===== config.mk =====
export PLATFORM = sky130hd
export DESIGN_NAME = hs_io_port_flat
export DESIGN_NICKNAME = d
export VERILOG_FILES = /design/src/rtl/hs_io_pkg.sv /design/src/rtl/hs_io_port_if.sv /design/src/rtl/byte_fifo.sv /design/src/rtl/hs_io_port.sv /design/src/flat_wrapper.sv
export SDC_FILE = /design/constraint.sdc
export NUM_CORES = 1
export LEC_CHECK = 0
export ABC_AREA = 1
export CAP_MARGIN = 0
export CELL_PAD_IN_SITES_DETAIL_PLACEMENT = 1
export CELL_PAD_IN_SITES_GLOBAL_PLACEMENT = 1
export CORE_MARGIN = 1
export CORE_UTILIZATION = 38
export CTS_CLUSTER_DIAMETER = 150
export DETAILED_ROUTE_END_ITERATION = 6
export DONT_BUFFER_PORTS = 1
export PLACE_DENSITY_LB_ADDON = 0.25
export RECOVER_POWER = 100
export SYNTH_ARGS = -nofsm -noshare
export SYNTH_HDL_FRONTEND = slang
export SYNTH_SLANG_ARGS = --single-unit

===== constraint.sdc =====
create_clock -name g_clk -period 4.6 [get_ports g_clk]
set_input_delay 0.69 -clock g_clk [delete_from_list [all_inputs] [get_ports g_clk]]
set_output_delay 0.69 -clock g_clk [all_outputs]
set_load 0.05 [all_outputs]

===== src/rtl/hs_io_pkg.sv =====
// rtl/hs_io_pkg.sv - shared types and constants for the hs_io_port handshake peripheral
package hs_io_pkg;

    localparam int BYTE_W          = 8;
    localparam int DEFAULT_DEPTH   = 4;
    localparam int DEFAULT_TIMEOUT = 255;

    typedef enum logic [1:0] {
        IDLE = 2'd0,
        XFER = 2'd1,
        ACK  = 2'd2
    } hs_state_t;

endpackage


===== src/rtl/hs_io_port_if.sv =====
// rtl/hs_io_port_if.sv - processor-side four-phase hs_out/hs_in handshake bus
interface hs_io_port_if;
    import hs_io_pkg::*;

    logic              hs_out;
    logic              dir;
    logic [BYTE_W-1:0] bus_out;
    logic [BYTE_W-1:0] bus_in;
    logic              hs_in;

    modport master (output hs_out, dir, bus_out, input  bus_in, hs_in);
    modport slave  (input  hs_out, dir, bus_out, output bus_in, hs_in);

endinterface


===== src/rtl/byte_fifo.sv =====
// rtl/byte_fifo.sv - first-word fall-through byte FIFO, power-of-two DEPTH
module byte_fifo
    import hs_io_pkg::*;
#(
    parameter int DEPTH = DEFAULT_DEPTH
) (
    input  logic                     clk,
    input  logic                     rst_n,
    input  logic                     push,
    input  logic                     pop,
    input  logic [BYTE_W-1:0]        wdata,
    output logic [BYTE_W-1:0]        rdata,
    output logic [$clog2(DEPTH):0]   count,
    output logic                     full,
    output logic                     empty
);
    localparam int AW = $clog2(DEPTH);
    localparam int CW = AW + 1;

    logic [BYTE_W-1:0] mem [DEPTH];
    logic [AW-1:0]     wr_ptr;
    logic [AW-1:0]     rd_ptr;
    logic              do_push;
    logic              do_pop;

    // Overflow and underflow are blocked here so callers never corrupt state
    assign do_push = push & ~full;
    assign do_pop  = pop & ~empty;
    assign full    = (count == CW'(DEPTH));
    assign empty   = (count == '0);
    assign rdata   = mem[rd_ptr];

    always_ff @(posedge clk) begin
        if (do_push) begin
            mem[wr_ptr] <= wdata;
        end
    end

    always_ff @(posedge clk or negedge rst_n) begin
        if (!rst_n) begin
            wr_ptr <= '0;
            rd_ptr <= '0;
            count  <= '0;
        end else begin
            if (do_push) begin
                wr_ptr <= wr_ptr + AW'(1);
            end
            if (do_pop) begin
                rd_ptr <= rd_ptr + AW'(1);
            end
            if (do_push && !do_pop) begin
                count <= count + CW'(1);
            end else if (do_pop && !do_push) begin
                count <= count - CW'(1);
            end
        end
    end

endmodule


===== src/rtl/hs_io_port.sv =====
// rtl/hs_io_port.sv - four-phase responder bridging a processor to host TX/RX byte FIFOs; HS_IO_TIMEOUT_EN adds stall timeout
module hs_io_port
    import hs_io_pkg::*;
#(
    parameter int DEPTH   = DEFAULT_DEPTH,
    parameter int TIMEOUT = DEFAULT_TIMEOUT
) (
    input  logic                   g_clk,
    input  logic                   g_clr,
    hs_io_port_if.slave            proc,
    input  logic [BYTE_W-1:0]      host_tx_data,
    input  logic                   host_tx_valid,
    output logic                   host_tx_ready,
    output logic [BYTE_W-1:0]      host_rx_data,
    output logic                   host_rx_valid,
    input  logic                   host_rx_ready,
    output logic [$clog2(DEPTH):0] tx_count,
    output logic [$clog2(DEPTH):0] rx_count,
    output logic                   timeout_err
);
    hs_state_t         state;
    logic              dir_q;
    logic              hs_in_q;
    logic [BYTE_W-1:0] bus_in_q;

    logic              tx_full, tx_empty, rx_full, rx_empty;
    logic [BYTE_W-1:0] tx_rdata;
    logic              tx_pop, rx_push;
    logic              fifo_ready;

    assign fifo_ready    = proc.dir ? !rx_full : !tx_empty;
    assign rx_push       = (state == XFER) && dir_q;
    assign tx_pop        = (state == ACK) && !proc.hs_out && !dir_q;

    assign host_tx_ready = !tx_full;
    assign host_rx_valid = !rx_empty;
    assign proc.hs_in    = hs_in_q;
    assign proc.bus_in   = bus_in_q;

    byte_fifo #(.DEPTH(DEPTH)) u_tx_fifo (
        .clk   (g_clk),
        .rst_n (g_clr),
        .push  (host_tx_valid),
        .pop   (tx_pop),
        .wdata (host_tx_data),
        .rdata (tx_rdata),
        .count (tx_count),
        .full  (tx_full),
        .empty (tx_empty)
    );

    byte_fifo #(.DEPTH(DEPTH)) u_rx_fifo (
        .clk   (g_clk),
        .rst_n (g_clr),
        .push  (rx_push),
        .pop   (host_rx_ready),
        .wdata (proc.bus_out),
        .rdata (host_rx_data),
        .count (rx_count),
        .full  (rx_full),
        .empty (rx_empty)
    );

    // Read data is captured on entry to XFER; TX head cannot move until the pop leaving ACK
    always_ff @(posedge g_clk or negedge g_clr) begin
        if (!g_clr) begin
            state    <= IDLE;
            dir_q    <= 1'b0;
            hs_in_q  <= 1'b0;
            bus_in_q <= '0;
        end else begin
            case (state)
                IDLE: begin
                    if (proc.hs_out && fifo_ready) begin
                        state    <= XFER;
                        dir_q    <= proc.dir;
                        bus_in_q <= proc.dir ? '0 : tx_rdata;
                    end
                end
                XFER: begin
                    state   <= ACK;
                    hs_in_q <= 1'b1;
                end
                ACK: begin
                    if (!proc.hs_out) begin
                        state    <= IDLE;
                        hs_in_q  <= 1'b0;
                        bus_in_q <= '0;
                    end
                end
                default: begin
                    state <= IDLE;
                end
            endcase
        end
    end

`ifdef HS_IO_TIMEOUT_EN
    localparam int TW = $clog2(TIMEOUT + 1);

    logic [TW-1:0] stall_cnt;
    logic          err_q;

    assign timeout_err = err_q;

    always_ff @(posedge g_clk or negedge g_clr) begin
        if (!g_clr) begin
            stall_cnt <= '0;
            err_q     <= 1'b0;
        end else if (state == IDLE && proc.hs_out) begin
            if (fifo_ready) begin
                stall_cnt <= '0;
            end else if (stall_cnt != TW'(TIMEOUT)) begin
                stall_cnt <= stall_cnt + TW'(1);
                if (stall_cnt >= TW'(TIMEOUT - 1)) begin
                    err_q <= 1'b1;
                end
            end
        end
    end
`else
    assign timeout_err = 1'b0;
`endif

endmodule

===== src/flat_wrapper.sv =====
// flat-port wrapper written by rule: the top's interface ports become plain ports
module hs_io_port_flat import hs_io_pkg::*;
#(
    parameter int DEPTH   = DEFAULT_DEPTH,
    parameter int TIMEOUT = DEFAULT_TIMEOUT
)
  (g_clk, g_clr, host_tx_data, host_tx_valid, host_tx_ready, host_rx_data, host_rx_valid, host_rx_ready, tx_count, rx_count, timeout_err, proc_hs_out, proc_dir, proc_bus_out, proc_bus_in, proc_hs_in);
  hs_io_port_if proc_i ();
  input  logic g_clk;
  input  logic g_clr;
  input  logic [BYTE_W-1:0] host_tx_data;
  input  logic host_tx_valid;
  output logic host_tx_ready;
  output logic [BYTE_W-1:0] host_rx_data;
  output logic host_rx_valid;
  input  logic host_rx_ready;
  output logic [$clog2(DEPTH):0] tx_count;
  output logic [$clog2(DEPTH):0] rx_count;
  output logic timeout_err;
  input wire logic [$bits(proc_i.hs_out)-1:0] proc_hs_out;
  input wire logic [$bits(proc_i.dir)-1:0] proc_dir;
  input wire logic [$bits(proc_i.bus_out)-1:0] proc_bus_out;
  output wire logic [$bits(proc_i.bus_in)-1:0] proc_bus_in;
  output wire logic [$bits(proc_i.hs_in)-1:0] proc_hs_in;
  assign proc_i.hs_out = proc_hs_out;
  assign proc_i.dir = proc_dir;
  assign proc_i.bus_out = proc_bus_out;
  assign proc_bus_in = proc_i.bus_in;
  assign proc_hs_in = proc_i.hs_in;
  hs_io_port #(.DEPTH(DEPTH), .TIMEOUT(TIMEOUT)) u_core (.g_clk(g_clk), .g_clr(g_clr), .proc(proc_i), .host_tx_data(host_tx_data), .host_tx_valid(host_tx_valid), .host_tx_ready(host_tx_ready), .host_rx_data(host_rx_data), .host_rx_valid(host_rx_valid), .host_rx_ready(host_rx_ready), .tx_count(tx_count), .rx_count(rx_count), .timeout_err(timeout_err));
endmodule

==> Word-level counts from Yosys, hierarchy flattened <==
Memories as Yosys holds them, arrays and structs flattened.
Index checks and enable logic that the tools add are counted.
{ "totals": {"input_bits": 22, "reg_bits": 26, "n_memories": 2, "ram_bits": 64} }
{ "mem_list": {"columns": ["name", "depth", "word_bits", "rd", "rd_ports_with_merged_regs", "write_ports", "line_no", "text"], "rows": [
  ["u_core.u_rx_fifo.mem", 4, 8, 1, 0, 1, "byte_fifo.sv:20", "logic [BYTE_W-1:0] mem [DEPTH];"],
  ["u_core.u_tx_fifo.mem", 4, 8, 1, 0, 1, "byte_fifo.sv:20", null]
]} }
{ "classes": {"mux": 18, "bitwise_logic": 8, "eq_ne": 6, "n_addsub": 8, "reduce_logical": 29} }
{ "op_table": {"columns": ["op", "count"], "rows": [
  ["8-bit two-way mux", 3],
  ["8-bit one-hot mux with 2 select lines", 1],
  ["3-bit two-way mux", 4],
  ["1-bit logical NOT", 10],
  ["2-bit by 1-bit adder with 2-bit output (second input constant)", 4],
  ["1-bit logical AND", 8],
  ["2-bit nonzero test", 4],
  ["3-bit by 1-bit adder with 3-bit output (second input constant)", 2],
  ["3-bit equality test (second input constant)", 2],
  ["3-bit logical NOT", 2],
  ["1-bit two-way mux", 6],
  ["2-bit one-hot mux with 3 select lines", 1],
  ["2-bit AND reduction", 3],
  ["3-bit by 1-bit subtractor with 3-bit output (second input constant)", 2],
  ["1-bit AND", 4],
  ["2-bit two-way mux", 2],
  ["1-bit NOT", 4],
  ["3-bit AND reduction", 1],
  ["2-bit by 1-bit equality test with 1-bit output (second input constant)", 1],
  ["2-bit equality test (second input constant)", 1],
  ["2-bit logical NOT", 1],
  ["2-bit by 1-bit != test with 1-bit output (second input constant)", 1],
  ["2-bit != test (second input constant)", 1],
  ["1-bit one-hot mux with 2 select lines", 1]
]} }

==> Depth between registers and ports, before layout <==
Gate-level depths: netlist of run 1.
{ "depth": {"word_depth": 7, "mapped_depth": 11, "depth_no_buf": 11} }

==> Hierarchy <==
A second synthesis of run 1 with hierarchy kept.
{ "hier_totals": {"hier_cells": 393, "area_unflattened_um2": 4144.0} }
{ "by_module_without_submodules": {"columns": ["module", "cells_each", "area_each_um2", "instances"], "rows": [
  ["byte_fifo", 154, 1734.2, 2],
  ["hs_io_port", 85, 675.6, 1]
]} }

==> Worst setup path after synthesis of run 1 <==
OpenSTA, ideal clock, no wires.
{ "synth_timing": {"path_type": "register to register", "from": "reg u_core.u_tx_fifo.count[0]", "to": "reg u_core.u_tx_fifo.count[2]", "arrival_ns": 2.396, "setup_time_ns": 0.131, "path_buffers": 0, "synth_period_minus_slack_ns": 2.527, "path_slack_ns": 2.073, "path_stages_with_launch": 11, "required_ns": 4.469, "cell_sequence": "dfrtp_1 > nor2_2 > nand2_1 > nand2_2 > inv_1 > ha_1 > inv_1 > fa_1 > a21oi_1 > o21ai_0 > xor2_1"} }
{ "synth_between": {"elab_chain_len": 6, "elab_cells_between_ends": 15, "classes_between": "add/sub: 2; eq/ne: 1; mux: 2; bitwise: 4; reduce/logical: 6"} }
{ "synth_rtl": {"columns": ["element", "line_no", "text"], "rows": [
  ["start, declared", "byte_fifo.sv:13", "output logic [$clog2(DEPTH):0] count,"],
  ["start signal, assigned", "byte_fifo.sv:52", "count <= count + CW'(1);"],
  ["start signal, assigned", "byte_fifo.sv:54", "count <= count - CW'(1);"],
  ["3-bit equality test *", "byte_fifo.sv:29", "assign full = (count == CW'(DEPTH));"],
  ["1-bit NOT *", "byte_fifo.sv:27", "assign do_push = push & ~full;"],
  ["1-bit AND *", "byte_fifo.sv:27", null],
  ["via u_core.u_tx_fifo.do_push", "byte_fifo.sv:23", "logic do_push;"],
  ["1-bit logical NOT", "byte_fifo.sv:53", "end else if (do_pop && !do_push) begin"],
  ["1-bit logical AND", "byte_fifo.sv:53", null],
  ["2-bit nonzero test (no line)", null, null]
]} }
Mark *: on every way through the listed nets, which the timed path passes. The rest lies on a longest branch. The select of a mux whose other input is x is not followed.
A chain may end at the register's enable or synchronous reset.

==> Final worst setup path of run 1 <==
{ "layout_timing": {"from": "reg u_core.u_rx_fifo.rd_ptr[0]", "to": "out host_rx_data[6]"} }
{ "layout_between": {"elab_chain_len": 1} }
{ "layout_rtl": {"columns": ["element", "line_no", "text"], "rows": [
  ["start, declared", "byte_fifo.sv:22", "logic [AW-1:0] rd_ptr;"],
  ["start signal, assigned", "byte_fifo.sv:49", "rd_ptr <= rd_ptr + AW'(1);"],
  ["memory read 4 x 8 bit", null, null],
  ["end, declared", "flat_wrapper.sv:14", "output logic [BYTE_W-1:0] host_rx_data;"]
]} }
Every way passes these cells.

==> results of run 1 <==
## state kept, by name (all words and copies together), names as in the netlist
name,count
u_core.u_rx_fifo.mem,32
u_core.u_tx_fifo.mem,32
u_core.proc.bus_in,8
u_core.u_rx_fifo.count,3
u_core.u_tx_fifo.count,3
u_core.state,2
u_core.u_rx_fifo.rd_ptr,2
u_core.u_rx_fifo.wr_ptr,2
u_core.u_tx_fifo.rd_ptr,2
u_core.u_tx_fifo.wr_ptr,2
u_core.dir_q,1
u_core.proc.hs_in,1
## synthesized netlist by cell type (6+ instances only)
library cell,count,area (um2)
o22ai_1,8,50.05
a21oi_1,11,55.05
o21ai_0,18,90.09
nand3_2,10,100.1
edfxtp_1,64,1922
nand3_1,10,50.05
ha_1,10,125.1
xor2_1,6,52.55
nor2_1,37,138.9
inv_1,24,90.09
dfrtp_1,26,650.6
nand2_1,66,247.7
## timing repair
item / CTS / global route
endpoints found under the hold margin: 26 / 0
hold buffers: 1 / 0
buffers inserted: 0 / 0
## layer usage
metal | share of wire | GRT usage
met5 | 0 | 0
met4 | 0.021 | 0.08559
met3 | 0.049 | 0.04542
met2 | 0.50 | 0.2779
met1 | 0.43 | 0.1823
## power groups by stage
stage / Clock [uW] / Combinational, uW / Sequential [uW]
after floorplan: 0 / 869 / 1340
after global placement: 0 / 907 / 1450
after detailed placement: 0 / 939 / 1450
after CTS: 577 / 947 / 1440
after global routing: 611 / 1030 / 1460
final: 565 / 906 / 1430
## final cells by class
type	instances	area, um2	share of cell area
Clock inverter	6	75.07	0.01818
Sequential cell	90	2572	0.6230
Clock buffer	10	127.6	0.03091
Multi-Input combinational cell	199	1067	0.2585
Timing Repair Buffer	1	3.754	0.0009091
Tap cell	133	166.4	0.04030
Inverter	30	116.4	0.02818
## worst min path at each step
stage                                            end  slack (ns)  depth (start not counted)
after floorplan                         u_core.dir_q        0.39                          0
after global placement    u_core.u_tx_fifo.wr_ptr[0]        0.39                          0
after detailed placement  u_core.u_tx_fifo.wr_ptr[1]        0.40                          0
after CTS                 u_core.u_tx_fifo.wr_ptr[0]        0.12                          1
after global routing      u_core.u_rx_fifo.mem[2][3]        0.38                          0
final                     u_core.u_rx_fifo.mem[2][4]        0.40                          0
## critical path: stages, from the launching register on
cell and delay, ns:
dfrtp_1 0.58, inv_1 0.45, o21ai_0 0.15, o22ai_1 0.87
## kinds of logic after synthesis
kind of cell	after synthesis	synth area share
and+or+nand+nor	132	0.1555
DFF	90	0.6634
muxes	2	0.005808
AOI/OAI and AO/OA	44	0.06099
other	1	0.0009671
buffers and inverters	41	0.05260
adders and majority gates	12	0.04259
xor gates and xnor gates	8	0.01807
## per-stage QoR
| step | power [uW] | std cells |
|---|---|---|
| after detailed placement | 2391 | 452 |
| final | 2899 | 469 |
| after global placement | 2354 | 452 |
| after floorplan | 2211 | 330 |
| after CTS | 2960 | 469 |
| after global routing | 3092 | 469 |
==> results.env, run 1 <==
RUN_STATUS='finished, violations left'
FAILED_CHECKS='capacitance limit, slew limit'
IO-PIN-COUNT=48
TIMING.CRITICAL_PATH.TO_TYPE='output port'
DIE_WIDTH_UM=103.0
CORE_AREA_UM2=9819
SYN_AVG_CELL_AREA_UM2=11.75
ANT_NETS=0
DPL_WORST_SLACK_NS=1.824
AREAGROWTHSYNTHTOFINISH_PCT=6.486
P_LEAK_uW=0.001620
CAP_VIOL_MAX_COUNT=1
NUM_CLOCK_SINKS=90
INITIAL_CORE_UTIL=0.3949
POST_SYNTH_NUM_CELL_TYPES=30
LAYOUT_COMMONEST_CELL='nand2_1'
SYNTH_FF_TYPE='edfxtp_1'
GRT.TOTAL_USAGE=0.1615
FIRST_PASS_GRT_WIRE_LENGTH_MM=12.34
GRT_OVERFLOW=0
MIN-DELAY-START='proc_bus_out[4]'
CP_MAX_FO=18
NUM_ROWS=36
GRT_SETUP_UNREPAIRED='false'
PLACE_HPWL_MM=5.152
ARRIVAL_NS=2.41
POWER_REPORT.INTERNAL_TOTAL_uW=1555
GP_CONGESTION=0.7221
DRT_FIRST_PASS_ITERS=4
CLK_PIN_SLEW_WORST_PATHS_NS=0.10
NUMBER_OF_ANTENNA_VIOLATIONS_AT_THE_FIRST_CHECK_IN_GLOBAL_ROUTING=0
WORST_EP_REQUIRED_TIME_NS=3.91
HOLD_SLACK_NS=0.4018
MOST_FREQUENT_CELLS_IN_THE_LAYOUT='nand2_1 (69), edfxtp_1 (64), nor2_1 (40)'
TIMING.RR.START='u_core.u_tx_fifo.count[0]'
CLKPWRFRAC=0.195
CRIT-REG2REG-CAPTURE='u_core.u_tx_fifo.count[2]'
POWER_DENSITY_nW_PER_UM2=702.0
H-TREE-DEPTH=3
FIN_WS_NS=1.496
COUNT_OF_FLIP_FLOPS_WITH_A_BUILT_IN_ENABLE_AFTER_SYNTHESIS=64
DIE_AREA_UM2=10610
DRC_ERRORS=0
SW_FRAC_OF_TOTAL=0.4635
LAYOUT.FILLER_CELLS=1098
FIRST_GLOBAL_VIAS=2432
DPL_CELL_AREA_UM2=3956
DIE_HEIGHT_UM=103.0
MAX_FREQ_GHz=0.3222
TOTAL_SWITCHING_POWER_uW=1343
FRACTION_OF_FINAL_LAYOUT_CELLS_SIZED_BEYOND_DRIVE_STRENGTH_1=0.09821
TIMING.CLOCK.SKEW_NS=0.01314
TIMING.CRITICAL_PATH.FROM_TYPE='register'
CTSRESIZECOUNT=0
VIAS_PER_CELL=4.885
GRT_START_MAX_NET_PINS=27
HOLD_CLASS='in2reg'
INITIALDRTVIOLATIONCOUNT=70
POST_SYNTH_INST_COUNT=330
CTS_INSERTED_BUFFERS=9
NUMBER_OF_PORT_BUFFERS=0
SEQ_POWER_SHARE=0.492
REGISTER_TO_REGISTER_SETUP_SLACK_NS=1.70
SYNTH.NET_COUNT=364
TIMING.SETUP.TNS_NS=0
TRITONCTS='yes'
FINAL_UTIL=0.4205
ASYNC_RESET_FF_FRAC=0.2889
CTSROOTBUFFERMASTER='clkbuf_8'
FINAL_CLOCK_PERIOD_UTILIZATION_BY_THE_WORST_PATH=0.6748
MAPPED_CELL_AREA_UM2=3877
WL_CELL_UM=16.45
FINALINSTANCEAREA_UM2=4129
YS_SEQ_ELEMENTS=90
DR_TOTAL_VIAS=2291
SHARE_COMB_OF_TOTAL_POWER=0.312
TIMING.SLEW.HEADROOM=-0.05601
ANTENNA_DIODE_COUNT=0
YOSYS_WARNINGS=0
DESIGN.FINAL.NETS=365
CLK_PATH_BUF_DEPTH=2
TIMING.CRITICAL_PATH.FROM='u_core.u_rx_fifo.rd_ptr[0]'
INSERTION_DELAY_NS=0.37
WORST-R2R-CELL-COUNT=10
FINAL_MAX_SLEW_VIOL_COUNT=27
PEAKVDDDROP_V=0.0002257
WORSTSETUPPATHTYPE='reg2out'
TIGHTESTPINTRANSITION_NS=1.584
FINAL_HOLD_VIOL_COUNT=0
SYNTH_SEQ_AREA_SHARE=0.6634
FINALSETUPVIOLCOUNT=0
DETAIL_ROUTE.WIRELENGTH_MM=7.716
CRIT_END='host_rx_data[6]'
FINAL.MIN_CLOCK_PERIOD_NS=3.104
Power figures use the tool's default switching activity.
==> run 2, diff against run 1 <==
- clock period: 4.6 -> 2.9 ns (I/O delays scaled with it)
==> results.env, run 2 (synthesis gave the netlist of run 1 again) <==
RUN_STATUS='finished, violations left'
FAILED_CHECKS='capacitance limit'
NUMBER_OF_PORT_BUFFERS=0
POSTCTSSETUPREPAIRBUFS=0
GP_CONGESTION=0.6672
SHARE_COMB_OF_TOTAL_POWER=0.348
TIMING.SETUP.TNS_NS=0
TIMING.CRITICAL_PATH.TO_TYPE='register'
TIMING.RR.START='u_core.u_tx_fifo.count[2]'
WORSTHOLDPATHCELLS=0
DETAIL_ROUTE.WIRELENGTH_MM=7.695
FINAL.MIN_CLOCK_PERIOD_NS=2.499
INITIALDRTVIOLATIONCOUNT=53
GRT_OVERFLOW=0
MOST_FREQUENT_CELLS_IN_THE_LAYOUT='nand2_1 (69), edfxtp_1 (64), nor2_1 (39)'
GRT_USE_MET3=0.04542
FINAL_CLOCK_PERIOD_UTILIZATION_BY_THE_WORST_PATH=0.8616
CLK_PATH_BUF_DEPTH=2
AREAGROWTHSYNTHTOFINISH_PCT=8.906
DESIGN.FINAL.NETS=381
TRITONCTS='yes'
PEAKVDDDROP_V=0.0003969
MIN-DELAY-START='proc_bus_out[2]'
ANTENNA_DIODE_COUNT=0
H-TREE-DEPTH=3
HOLD-PATH-ENDPOINT='u_core.u_rx_fifo.mem[2][2]'
CRIT-REG2REG-CAPTURE='u_core.u_tx_fifo.count[1]'
WORSTSETUPPATHTYPE='reg2reg'
FINAL_HOLD_VIOL_COUNT=0
NUM_CLOCK_SINKS=90
FINAL_MAX_SLEW_VIOL_COUNT=0
DIE_HEIGHT_UM=103.0
POWER_REPORT.INTERNAL_TOTAL_uW=2555
CTSRESIZECOUNT=0
POWER_DENSITY_nW_PER_UM2=1113
CAP_VIOL_MAX_COUNT=1
TIMING.SLEW.HEADROOM=0.002898
WORST-R2R-CELL-COUNT=10
CTSROOTBUFFERMASTER='clkbuf_8'
GRT_SETUP_UNREPAIRED='false'
CORE_AREA_UM2=9819
TOTAL_POWER_uW=4700
FIRST_GLOBAL_VIAS=2431
P_LEAK_uW=0.001670
MAX_FREQ_GHz=0.4002
TOTAL_SWITCHING_POWER_uW=2145
TIGHTESTPINTRANSITION_NS=1.496
CP_CELL_SEQUENCE='clkbuf_1, inv_1, nand2_1, nand2_1, nor2_2, inv_1, ha_1, inv_1, fa_1, mux2_2'
GRT.TOTAL_USAGE=0.1625
DIE_WIDTH_UM=103.0
INSERTION_DELAY_NS=0.36
WORST_EP_REQUIRED_TIME_NS=3.15
DIE_AREA_UM2=10610
CRITPATHMAXSTAGEDELAY_NS=0.52
DPL_CELL_AREA_UM2=4069
DPL_WORST_SLACK_NS=0.5915
IO-PIN-COUNT=48
CLKPWRFRAC=0.189
USE_MET1=0.1965
SEQ_POWER_SHARE=0.463
REGISTER_TO_REGISTER_SETUP_SLACK_NS=0.40
POST_CTS_HOLD_BUFFER_COUNT=2
TIMING.CRITICAL_PATH.SLOWEST_STAGE_CELL='clkbuf_1'
FRACTION_OF_FINAL_LAYOUT_CELLS_SIZED_BEYOND_DRIVE_STRENGTH_1=0.1250
GRT_START_MAX_NET_PINS=27
CTS_INSERTED_BUFFERS=9
ARRIVAL_NS=2.75
TIMING.CRITICAL_PATH.FROM_TYPE='register'
TIMING.CLOCK.SKEW_NS=0.01156
NUM_ROWS=36
CP_MAX_FO=4
DRT_FIRST_PASS_ITERS=4
PLACE_HPWL_MM=5.353
HOLD_CLASS='in2reg'
ANT_NETS=0
FIN_WS_NS=0.4015
NUMBER_OF_ANTENNA_VIOLATIONS_AT_THE_FIRST_CHECK_IN_GLOBAL_ROUTING=0
GLOBALROUTE.BUSIESTLAYER='met2'
INITIAL_CORE_UTIL=0.3949
LAYOUT_COMMONEST_CELL='nand2_1'
FIRST_PASS_GRT_WIRE_LENGTH_MM=12.49
CLK_PIN_SLEW_WORST_PATHS_NS=0.10
FINALSETUPVIOLCOUNT=0
WORST_PATH_MOST_REPEATED_CELL='inv_1'
TIMING.CRITICAL_PATH.FROM='u_core.u_tx_fifo.count[2]'
DRC_ERRORS=0
MET2_TRACK_DEMAND_OVER_RESOURCE=0.2703
VIAS_PER_CELL=4.798
FINALINSTANCEAREA_UM2=4223
DR_TOTAL_VIAS=2327
SW_FRAC_OF_TOTAL=0.4564
WL_CELL_UM=15.87
## run 2: cell count changes in the layout (fill, tap and decap cells not counted), sizes merged
cell / delta
clkinv: -1
dlygate4sd3: +1
clkbuf: +10
inv: +1
clkinvlp: +1
buf: +4
## run 2: worst max path at each step
stage,end,slack [ns],cells past startpoint
after global routing,u_core.u_tx_fifo.count[1],0.20,10
after CTS,host_rx_data[6],0.57,4
after detailed placement,u_core.u_tx_fifo.count[2],0.59,10
final,u_core.u_tx_fifo.count[1],0.40,10
after floorplan,u_core.u_tx_fifo.count[2],0.37,10
after global placement,u_core.u_rx_fifo.count[2],0.63,10
## run 2: stage by stage
| step | std cells | hold slack [ns] | utilization |
|---|---|---|---|
| finish | 485 | 0.1637 | 0.4300 |
| global route | 485 | 0.1373 | 0.4300 |
| CTS | 485 | 0.1423 | 0.4385 |
| detailed placement | 467 | 0.1399 | 0.4144 |
| global placement | 467 | 0.1399 | 0.4144 |
| floorplan | 330 | 0.1394 | - |
## run 2: per-layer routing
layer	routed length, um	vias up	part of all wire
met5	0	-	0
met4	109	0	0.014
met2	3810	38	0.50
met3	407	8	0.053
li1	-	1135	-
met1	3367	1146	0.44
## run 2: layout make-up
class,count,area [um2]
fill,1110,5597
tap,133,166.4
inverter,30,116.4
multi-input combinational,199,1070
clock inverter,7,82.58
clock buffer,9,123.9
sequential,90,2572
timing repair buffer,17,91.34
## run 2: critical path, delay by kind of cell (launching register included)
family | cells | cell delay, ns
adders and majority gates | 2 | 0.60
and+or+nand+nor | 3 | 0.32
DFF | 1 | 0.34
buffers and inverters | 4 | 0.87
muxes | 1 | 0.26
## run 2: power by group through the flow
stage	logic (uW)	registers [uW]	clock network, uW
6_report	1640	2180	889
5_1_grt	1860	2230	959
4_1_cts	1760	2190	916
3_5_place_dp	1740	2220	0
3_3_place_gp	1700	2210	0
2_1_floorplan	1380	2130	0
==> run 3, diff against run 2 <==
- CAP_MARGIN: 0 -> unset
==> results of run 3 <==
The final DEF is identical to that of run 2; final timing and power are the same.
